[config.mk]
export PLATFORM = sky130hd
export DESIGN_NAME = pipe_fwd_chain
export DESIGN_NICKNAME = d
export VERILOG_FILES = /design/src/rtl/pipe_pkg.sv /design/src/rtl/pipe_fwd_lookup.sv /design/src/rtl/pipe_fwd_chain.sv
export SDC_FILE = /design/constraint.sdc
export NUM_CORES = 1
export LEC_CHECK = 0
export CAP_MARGIN = 20
export CORE_ASPECT_RATIO = 0.7
export CORE_MARGIN = 5
export CORE_UTILIZATION = 30
export DETAILED_ROUTE_END_ITERATION = 6
export HOLD_SLACK_MARGIN = 0.03
export REMOVE_ABC_BUFFERS = 1
export SLEW_MARGIN = 15
export SYNTH_ARGS = -nofsm -noshare
export SYNTH_HDL_FRONTEND = slang
export SYNTH_SLANG_ARGS = --single-unit
[constraint.sdc]
create_clock -name clk -period 2.8 [get_ports clk]
set_clock_uncertainty 0.15 [all_clocks]
set_input_delay 0.42 -clock clk [delete_from_list [all_inputs] [get_ports clk]]
set_output_delay 0.42 -clock clk [all_outputs]
set_load 0.05 [all_outputs]
[src/rtl/pipe_pkg.sv]
// pipe_pkg: shared definitions for the pipeline register / forwarding chain.
//   pipe_entry_t : entry layout {valid, regwe, rdy, a3, data, pc} at the
//                  default widths (the parametrised modules mirror it locally)
//   Q_SEL_RF     : lookup select value meaning "no forward, use regfile"
//   sel_w()      : width of a lookup select for a given number of stages
package pipe_pkg;

    localparam int unsigned PIPE_DATA_W = 32;
    localparam int unsigned PIPE_ADDR_W = 5;
    localparam int unsigned PIPE_PC_W   = 32;

    localparam int unsigned Q_SEL_RF = 0;

    typedef struct packed {
        logic                   valid;
        logic                   regwe;
        logic                   rdy;
        logic [PIPE_ADDR_W-1:0] a3;
        logic [PIPE_DATA_W-1:0] data;
        logic [PIPE_PC_W-1:0]   pc;
    } pipe_entry_t;

    // Select encodes 0 = regfile, k = stage k-1, so it needs STAGES+1 codes.
    function automatic int unsigned sel_w(input int unsigned stages);
        return $clog2(stages + 1);
    endfunction

endpackage

[src/rtl/pipe_fwd_lookup.sv]
// pipe_fwd_lookup: one forwarding lookup port over the effective entries.
//   q_addr            in   source register address (0 never matches)
//   e_valid/e_regwe   in   per-entry valid and regfile-write flags
//   e_rdy             in   per-entry effective ready
//   e_a3              in   per-entry destination, slice i = entry i
//   e_data            in   per-entry effective data, slice i = entry i
//   q_hit             out  a matching entry exists
//   q_sel             out  0 = regfile, k = entry k-1
//   q_data            out  forwarded data (0 when no hit or not ready)
//   q_pending         out  the winning match is not ready yet
module pipe_fwd_lookup
    import pipe_pkg::*;
#(
    parameter int unsigned STAGES = 3,
    parameter int unsigned ADDR_W = 5,
    parameter int unsigned DATA_W = 32,
    parameter int unsigned SEL_W  = 2
) (
    input  logic [ADDR_W-1:0]        q_addr,
    input  logic [STAGES-1:0]        e_valid,
    input  logic [STAGES-1:0]        e_regwe,
    input  logic [STAGES-1:0]        e_rdy,
    input  logic [STAGES*ADDR_W-1:0] e_a3,
    input  logic [STAGES*DATA_W-1:0] e_data,
    output logic                     q_hit,
    output logic [SEL_W-1:0]         q_sel,
    output logic [DATA_W-1:0]        q_data,
    output logic                     q_pending
);

    // Ascending scan, first match latched: entry 0 (youngest) wins.
    always_comb begin
        q_hit     = 1'b0;
        q_sel     = SEL_W'(Q_SEL_RF);
        q_data    = '0;
        q_pending = 1'b0;
        if (q_addr != '0) begin
            for (int unsigned i = 0; i < STAGES; i++) begin
                if (!q_hit && e_valid[i] && e_regwe[i] &&
                    (e_a3[i*ADDR_W +: ADDR_W] == q_addr)) begin
                    q_hit     = 1'b1;
                    q_sel     = SEL_W'(i + 1);
                    q_pending = ~e_rdy[i];
                    if (e_rdy[i]) begin
                        q_data = e_data[i*DATA_W +: DATA_W];
                    end
                end
            end
        end
    end

endmodule

[src/rtl/pipe_fwd_chain.sv]
// pipe_fwd_chain: parametrised pipeline register chain with forwarding.
// Entry 0 is youngest; entry STAGES-1 presents the retire/write-back port.
// Optional feature macro: PIPE_PERF_CNT_EN (stall / retire counters).
//   clk, reset        rising-edge clock, synchronous active-low reset
//   in_*              issue request and entry fields; in_ready = ~stall
//   ext_stall         external stall request
//   flush             per-stage clear of the next entry value
//   upd_valid/data    late result delivery per stage
//   q_addr/hit/sel/data, hazard   NSRC forwarding lookups
//   wb_we/a3/data/pc  retire port to the regfile
//   err_unready       sticky: a writing entry retired without data
//   perf_*_cnt        performance counters (0 when feature disabled)
module pipe_fwd_chain
    import pipe_pkg::*;
#(
    parameter  int unsigned STAGES = 3,
    parameter  int unsigned NSRC   = 2,
    parameter  int unsigned DATA_W = 32,
    parameter  int unsigned ADDR_W = 5,
    parameter  int unsigned PC_W   = 32,
    localparam int unsigned SEL_W  = sel_w(STAGES)
) (
    input  logic                     clk,
    input  logic                     reset,
    input  logic                     in_valid,
    input  logic [ADDR_W-1:0]        in_a3,
    input  logic                     in_regwe,
    input  logic                     in_rdy,
    input  logic [DATA_W-1:0]        in_data,
    input  logic [PC_W-1:0]          in_pc,
    output logic                     in_ready,
    input  logic                     ext_stall,
    input  logic [STAGES-1:0]        flush,
    input  logic [STAGES-1:0]        upd_valid,
    input  logic [STAGES*DATA_W-1:0] upd_data,
    input  logic [NSRC*ADDR_W-1:0]   q_addr,
    output logic [NSRC-1:0]          q_hit,
    output logic [NSRC*SEL_W-1:0]    q_sel,
    output logic [NSRC*DATA_W-1:0]   q_data,
    output logic                     hazard,
    output logic                     wb_we,
    output logic [ADDR_W-1:0]        wb_a3,
    output logic [DATA_W-1:0]        wb_data,
    output logic [PC_W-1:0]          wb_pc,
    output logic                     err_unready,
    output logic [31:0]              perf_stall_cnt,
    output logic [31:0]              perf_retire_cnt
);

    // Same layout as pipe_entry_t, at this instance's widths.
    typedef struct packed {
        logic              valid;
        logic              regwe;
        logic              rdy;
        logic [ADDR_W-1:0] a3;
        logic [DATA_W-1:0] data;
        logic [PC_W-1:0]   pc;
    } entry_t;

    entry_t ent [STAGES];
    entry_t eff [STAGES];
    entry_t nxt [STAGES];
    entry_t rt;

    logic [STAGES-1:0]        ev_valid;
    logic [STAGES-1:0]        ev_regwe;
    logic [STAGES-1:0]        ev_rdy;
    logic [STAGES*ADDR_W-1:0] ev_a3;
    logic [STAGES*DATA_W-1:0] ev_data;
    logic [NSRC-1:0]          pend;
    logic                     stall;
    logic                     accept;
    logic                     rt_claims;

    // Effective entries: a same-cycle update makes the data final.
    always_comb begin
        ev_valid = '0;
        ev_regwe = '0;
        ev_rdy   = '0;
        ev_a3    = '0;
        ev_data  = '0;
        for (int unsigned i = 0; i < STAGES; i++) begin
            eff[i] = ent[i];
            if (upd_valid[i] && ent[i].valid) begin
                eff[i].rdy  = 1'b1;
                eff[i].data = upd_data[i*DATA_W +: DATA_W];
            end
            ev_valid[i]                 = eff[i].valid;
            ev_regwe[i]                 = eff[i].regwe;
            ev_rdy[i]                   = eff[i].rdy;
            ev_a3[i*ADDR_W +: ADDR_W]   = eff[i].a3;
            ev_data[i*DATA_W +: DATA_W] = eff[i].data;
        end
    end

    for (genvar g = 0; g < NSRC; g++) begin : g_lookup
        pipe_fwd_lookup #(
            .STAGES (STAGES),
            .ADDR_W (ADDR_W),
            .DATA_W (DATA_W),
            .SEL_W  (SEL_W)
        ) u_lookup (
            .q_addr    (q_addr[g*ADDR_W +: ADDR_W]),
            .e_valid   (ev_valid),
            .e_regwe   (ev_regwe),
            .e_rdy     (ev_rdy),
            .e_a3      (ev_a3),
            .e_data    (ev_data),
            .q_hit     (q_hit[g]),
            .q_sel     (q_sel[g*SEL_W +: SEL_W]),
            .q_data    (q_data[g*DATA_W +: DATA_W]),
            .q_pending (pend[g])
        );
    end

    assign hazard   = |pend;
    assign stall    = hazard | ext_stall;
    assign in_ready = ~stall;
    assign accept   = in_valid & ~stall;

    // Stall only blocks issue (bubble into entry 0); older entries keep
    // draining. Flush is applied last so it overrides both shift and issue.
    always_comb begin
        nxt[0] = '0;
        if (accept) begin
            nxt[0].valid = 1'b1;
            nxt[0].regwe = in_regwe;
            nxt[0].rdy   = in_rdy;
            nxt[0].a3    = in_a3;
            nxt[0].data  = in_data;
            nxt[0].pc    = in_pc;
        end
        for (int unsigned i = 1; i < STAGES; i++) begin
            nxt[i] = eff[i-1];
        end
        for (int unsigned i = 0; i < STAGES; i++) begin
            if (flush[i]) begin
                nxt[i].valid = 1'b0;
            end
        end
    end

    always_ff @(posedge clk) begin
        for (int unsigned i = 0; i < STAGES; i++) begin
            if (!reset) begin
                ent[i] <= '0;
            end else begin
                ent[i] <= nxt[i];
            end
        end
    end

    // Retire port; gated by reset so nothing is written in a reset cycle.
    assign rt        = eff[STAGES-1];
    assign rt_claims = rt.valid & rt.regwe & (rt.a3 != '0);
    assign wb_we     = reset & rt_claims & rt.rdy;
    assign wb_a3     = rt.a3;
    assign wb_data   = rt.data;
    assign wb_pc     = rt.pc;

    always_ff @(posedge clk) begin
        if (!reset) begin
            err_unready <= 1'b0;
        end else if (rt_claims && !rt.rdy) begin
            err_unready <= 1'b1;
        end
    end

`ifdef PIPE_PERF_CNT_EN
    logic [31:0] stall_cnt;
    logic [31:0] retire_cnt;

    always_ff @(posedge clk) begin
        if (!reset) begin
            stall_cnt  <= '0;
            retire_cnt <= '0;
        end else begin
            if (in_valid && stall) begin
                stall_cnt <= stall_cnt + 32'd1;
            end
            if (rt.valid) begin
                retire_cnt <= retire_cnt + 32'd1;
            end
        end
    end

    assign perf_stall_cnt  = stall_cnt;
    assign perf_retire_cnt = retire_cnt;
`else
    assign perf_stall_cnt  = '0;
    assign perf_retire_cnt = '0;
`endif

endmodule
== Word level (Yosys, flattened, before mapping) ==
Memory sizes are Yosys's and may differ from the RTL's.
Index checks and enable logic that the tools add are counted.

* Output and inout bits: 207
* Bits in registers: 1
* Memory bits (writable): 216
* Memories: 1

{| class="wikitable"
|+ Memory list
! name !! depth !! width !! read ports !! clocked after memory_dff !! write ports !! line !! text
|-
| ent || 3 || 72 || 3 || 0 || 3 || pipe_fwd_chain.sv:60 || <nowiki>entry_t ent [STAGES];</nowiki>
|}

* Bitwise logic cells: 13
* Multiplexer cells: 56
* Reductions and logical operators: 28
* Equal/unequal tests: 6

{| class="wikitable"
|+ Operators with widths
! kind !! number
|-
| two-way mux 32 bit || 16
|-
| two-way mux 72 bit || 4
|-
| equality test 5 bit || 6
|-
| two-way mux 1 bit || 30
|-
| logical AND 1 bit || 19
|-
| nonzero test 5 bit || 3
|-
| two-way mux 2 bit || 6
|-
| bitwise AND 1 bit || 5
|-
| zero test 1 bit || 5
|-
| NOT 1 bit || 4
|-
| bitwise OR 1 bit || 4
|-
| OR reduction 2 bit || 1
|}

== Logic depth before layout (Yosys ltp) ==
An unclocked memory read counts as a cell.

* Depth after elaboration: 24
* Depth in mapped cells: 8
* Mapped depth without buffers: 5

== Cells and area by module ==
From an unflattened synthesis, not the netlist that was laid out.

* Cells, all modules: 1169
* Area total of the unflattened synthesis: 11516.0 sq um

{| class="wikitable"
|+ Modules (own cells, without submodules)
! module !! seq. area each (sq um) !! area an instance (sq um) !! times used !! cells each
|-
| pipe_fwd_chain || 4344.2 || 8255.4 || 1 || 713
|-
| pipe_fwd_lookup || 0.0 || 1630.3 || 2 || 228
|}

== Worst setup path before layout ==
Ideal clock, no wire load.

* Path kind: input to output
* From: in q_addr[4]
* To: out q_data[2]
* Stages: 6
* Path buffers: 1
* Required time: 2.230 ns
* Data arrival time: 2.844 ns
* Path slack: -0.614 ns
* Cells stage by stage: xnor2_1 -> nand4_1 -> nor3_2 -> clkbuf_1 -> or2b_1 -> a311oi_1

* Cells in the longest elaborated chain, start to end: 16
* Elaborated cells on any way between the ends: 23

{| class="wikitable"
|+ Ends and longest elaborated chain
! what !! line !! text
|-
| start: declaration || pipe_fwd_chain.sv:36 || <nowiki>input logic [NSRC*ADDR_W-1:0] q_addr,</nowiki>
|-
| equality test 5 bit || pipe_fwd_lookup.sv:40 || <nowiki>(e_a3[i*ADDR_W +: ADDR_W] == q_addr)) begin</nowiki>
|-
| logical AND 1 bit || pipe_fwd_lookup.sv:39 || <nowiki>if (!q_hit && e_valid[i] && e_regwe[i] &&</nowiki>
|-
| two-way mux 1 bit || pipe_fwd_lookup.sv:39 ||
|-
| two-way mux 1 bit || pipe_fwd_lookup.sv:37 || <nowiki>if (q_addr != '0) begin</nowiki>
|-
| zero test 1 bit || pipe_fwd_lookup.sv:39 ||
|-
| logical AND 1 bit (3 in a row) || pipe_fwd_lookup.sv:39 ||
|-
| two-way mux 1 bit || pipe_fwd_lookup.sv:39 ||
|-
| two-way mux 1 bit || pipe_fwd_lookup.sv:37 ||
|-
| zero test 1 bit || pipe_fwd_lookup.sv:39 ||
|-
| logical AND 1 bit (3 in a row) || pipe_fwd_lookup.sv:39 ||
|-
| two-way mux 32 bit || pipe_fwd_lookup.sv:39 ||
|-
| two-way mux 32 bit * || pipe_fwd_lookup.sv:37 ||
|-
| end: declaration || pipe_fwd_chain.sv:39 || <nowiki>output logic [NSRC*DATA_W-1:0] q_data,</nowiki>
|}

Every way passes the cells marked *; elsewhere a longest branch is shown, timed or not. The select of a mux whose other input is x is not followed.

==> impl_metrics.yaml <==
sta:
  final_min_period_over_clock_period_pct: 114
  hold_viol: 0
  layout_min_cycle_time_ps: 3200
  timing.setup.tns_ps: -22750
  slew_violations: 0
  final_critical_path_setup_slack_ps: -401
  max_slew.worst_pin.slew_ps: 549
  setup-violations-final: 71
  rsz0062_at_grt: "yes"
  slew_headroom_pct: 63.3
  maxClockFrequency_mhz: 312
cts:
  cts_tree: "yes"
  worst_skew_pair_later_pin_latency_ps: 540
  cts_max_path_buffers: 3
  clk_pin_slew_worst_paths_ps: 70
  clkSinkCount: 217
  cts.htree.levels: 1
  cts_root_buffer: "clkbuf_16"
  postCtsHoldBufs: 0
  numCtsBuffers: 24
final_layout:
  final_area_um2: 18200
  post_route_cells_drive_above_1_share_pct: 34.7
  layout-area-overhead-vs-synth_pct: 67.0
  nets: 1762
  fillerInstances: 3271
  layout_common_cells: "clkdlybuf4s50_1 (212), dfxtp_1 (203), buf_4 (149)"
  most_common_cell_after_layout_fill_and_taps_aside: "clkdlybuf4s50_1"
critical_path:
  required_time_at_the_endpoint_of_the_critical_path_ps: 2230
  end_kind: "primary output"
  setup_slack_reg_to_reg_ps: 220
  critical_path_peak_fanout: 8
  arrival_ps: 2630
  worst_setup_path_startpoint: "ent[0][64]"
  critPathKind: "reg -> out"
  critical_path.reg2reg.startpoint: "ent[1][68]"
  timing.rr.end: "ent[0][65]"
  reg2reg_depth: 8
  critPathCapture: "q_data[3]"
  crit_path_start_kind: "register"
global_route:
  grt_first_pass_wirelength_mm: 66.8
  grt_pass1_vias: 10600
  antenna_found_initial: 2
  grt_remaining_overflow: 0
  grt_max_degree: 63
  grtUsageTotal_pct: 21.3
routing:
  route.final.wire_length_mm: 47.2
  detail_route.drc_violations: 0
  routed.top_layer: "met4"
  drt-met1-wl_mm: 20.1
  viasPerCell: 5.08
  met2WireLength_mm: 21.9
  wire_per_inst_um: 22.8
  total_vias_in_the_final_route: 10500
  antenna_left: 0
  drt_first_iter_violations: 920
  routed-wl-met3_mm: 3.84
  detail_route.first_pass.iterations: 5
placed_design:
  globalplace.congestion: 0.846
  hpwl_mm: 30.8
  post_dp_cell_area_um2: 15500
  buffers_on_ports: 329
power:
  powerDensity_nw_per_um2: 402
  total_leakage_power_uw: 0.00732
  power.ir.vdd_worst_mv: 0.360
floorplanning:
  floorplan.initialDensity_pct: 30.4
  die_width_um: 238
  rows: 58
  die-height_um: 169
  ios: 394
  total_die_area_um2: 40300
  fp.coreArea_um2: 35800
synth:
  synth_cell_type_count: 40
  synth-async-reset-ratio_pct: 0
  syn-cell-area_um2: 10900
  synth-seq-area-share_pct: 39.9
  yosys_register_bits: 217
  yosys_warnings: 0
  top_reg_cell_synth: "dfxtp_1"
  syn-instance-count: 1207
  synthSimpleGateAreaFrac_pct: 26.4
  post_synth_fa_ha_maj_area_fraction_pct: 0
  synth_compound_area_share_pct: 7.85
  synthesis.area_per_instance_um2: 9.02
  muxShareOfSynthArea_pct: 9.46
  synth_enable_flop_cells: 0
  synth_top_family_by_area: "simple AND/OR/NAND/NOR gates"
  yosys.area_share.xor_xnor_pct: 2.41
outcome:
  failing_checks: "negative setup slack"
  outcome: "complete, but fails checks"
run:
  max_capacitance_violation_count: 0
min_path:
  hold_path_class: "in -> reg"
cell families after synthesis:
group | Yosys count
compound gates | 113
xor+xnor | 30
buf+inv | 248
flops | 217
mux | 95
other cells | 1
simple gates | 503
sequential cells by signal, summed over array words and instances, names as in the netlist:
register,count
ent,216
err_unready,1
worst max-delay path, stage by stage, from the launching register on:
cell and delay [ps]:
dfxtp_4 370, xnor2_2 190, nand4_1 120, buf_6 160, nor3_4 150, buf_12 150
buf_12 150, or2b_1 240, a311oi_2 270, buf_4 170, buf_12 130
per-layer routing:
layer,vias up,GRT usage [%]
li1,4796,-
met1,5140,28.8
met2,490,35.1
met3,109,4.53
met4,0,5.42
met5,-,0
power by group:
part	internal (uW)	switching [uW]	leakage (uW)
Sequential	3140	19.4	0.00177
Clock	1760	1470	0.000378
Combinational	406	501	0.00518
Total	5310	1990	0.00732
cell type report:
class	instances	area [um^2]	area share, %
clock inverter	18	159	0.874
tap	480	601	3.30
sequential	217	4370	24.0
antenna	2	5.00	0.0275
inverter	1	3.75	0.0206
multi-input combinational	805	6290	34.6
timing repair buffer	526	6120	33.7
clock buffer	26	629	3.46
worst min-delay path by stage:
stage | to | startpoint | cells past startpoint | slack, ps
floorplan | ent[1][0] | ent[0][0] | 1 | 260
global placement | ent[1][9] | ent[0][9] | 1 | 260
detailed placement | ent[2][23] | ent[1][23] | 1 | 270
CTS | ent[0][11] | in_valid | 3 | 170
global route | ent[0][11] | in_valid | 3 | 210
finish | ent[0][11] | in_valid | 3 | 190
metrics by stage:
| stage | instances | power (uW) | hold slack, ps | setup slack (ps) | utilization, % |
|---|---|---|---|---|---|
| 2_1_floorplan | 1023 | 3630 | 262 | -4000 | - |
| 3_3_place_gp | 1983 | 4100 | 263 | -712 | 43.2 |
| 3_5_place_dp | 1983 | 4110 | 268 | -742 | 43.2 |
| 4_1_cts | 2052 | 7360 | 170 | -393 | 48.6 |
| 5_1_grt | 2074 | 7540 | 209 | -510 | 50.7 |
| 6_report | 2075 | 7300 | 193 | -401 | 50.7 |
Yosys cell counts (3+ instances only):
| master | count | area [um^2] |
|---|---|---|
| a21oi_1 | 7 | 35.0 |
| a311oi_1 | 34 | 298 |
| a31oi_1 | 30 | 188 |
| and2_1 | 111 | 694 |
| buf_1 | 10 | 37.5 |
| buf_2 | 17 | 85.1 |
| buf_4 | 136 | 1020 |
| buf_6 | 7 | 78.8 |
| clkbuf_1 | 77 | 289 |
| dfxtp_1 | 217 | 4340 |
| mux2_2 | 63 | 709 |
| mux2i_1 | 32 | 320 |
| nand2_1 | 14 | 52.6 |
| nand2b_1 | 54 | 338 |
| nand3_1 | 78 | 390 |
| nand4_1 | 66 | 413 |
| nor2_1 | 12 | 45.0 |
| nor2b_1 | 34 | 213 |
| nor3_1 | 111 | 556 |
| nor3_2 | 4 | 40.0 |
| o31ai_1 | 30 | 225 |
| or2_2 | 3 | 18.8 |
| or2b_1 | 10 | 75.1 |
| xnor2_1 | 20 | 175 |
| xor2_1 | 10 | 87.6 |
repair_timing:
action,in CTS,in global routing
gates resized for setup,162,75
pin swaps,35,38
buffers inserted,21,13
setup endpoints to repair,72,75
gates cloned,6,8
No activity file was read; power rests on OpenSTA's default activity.
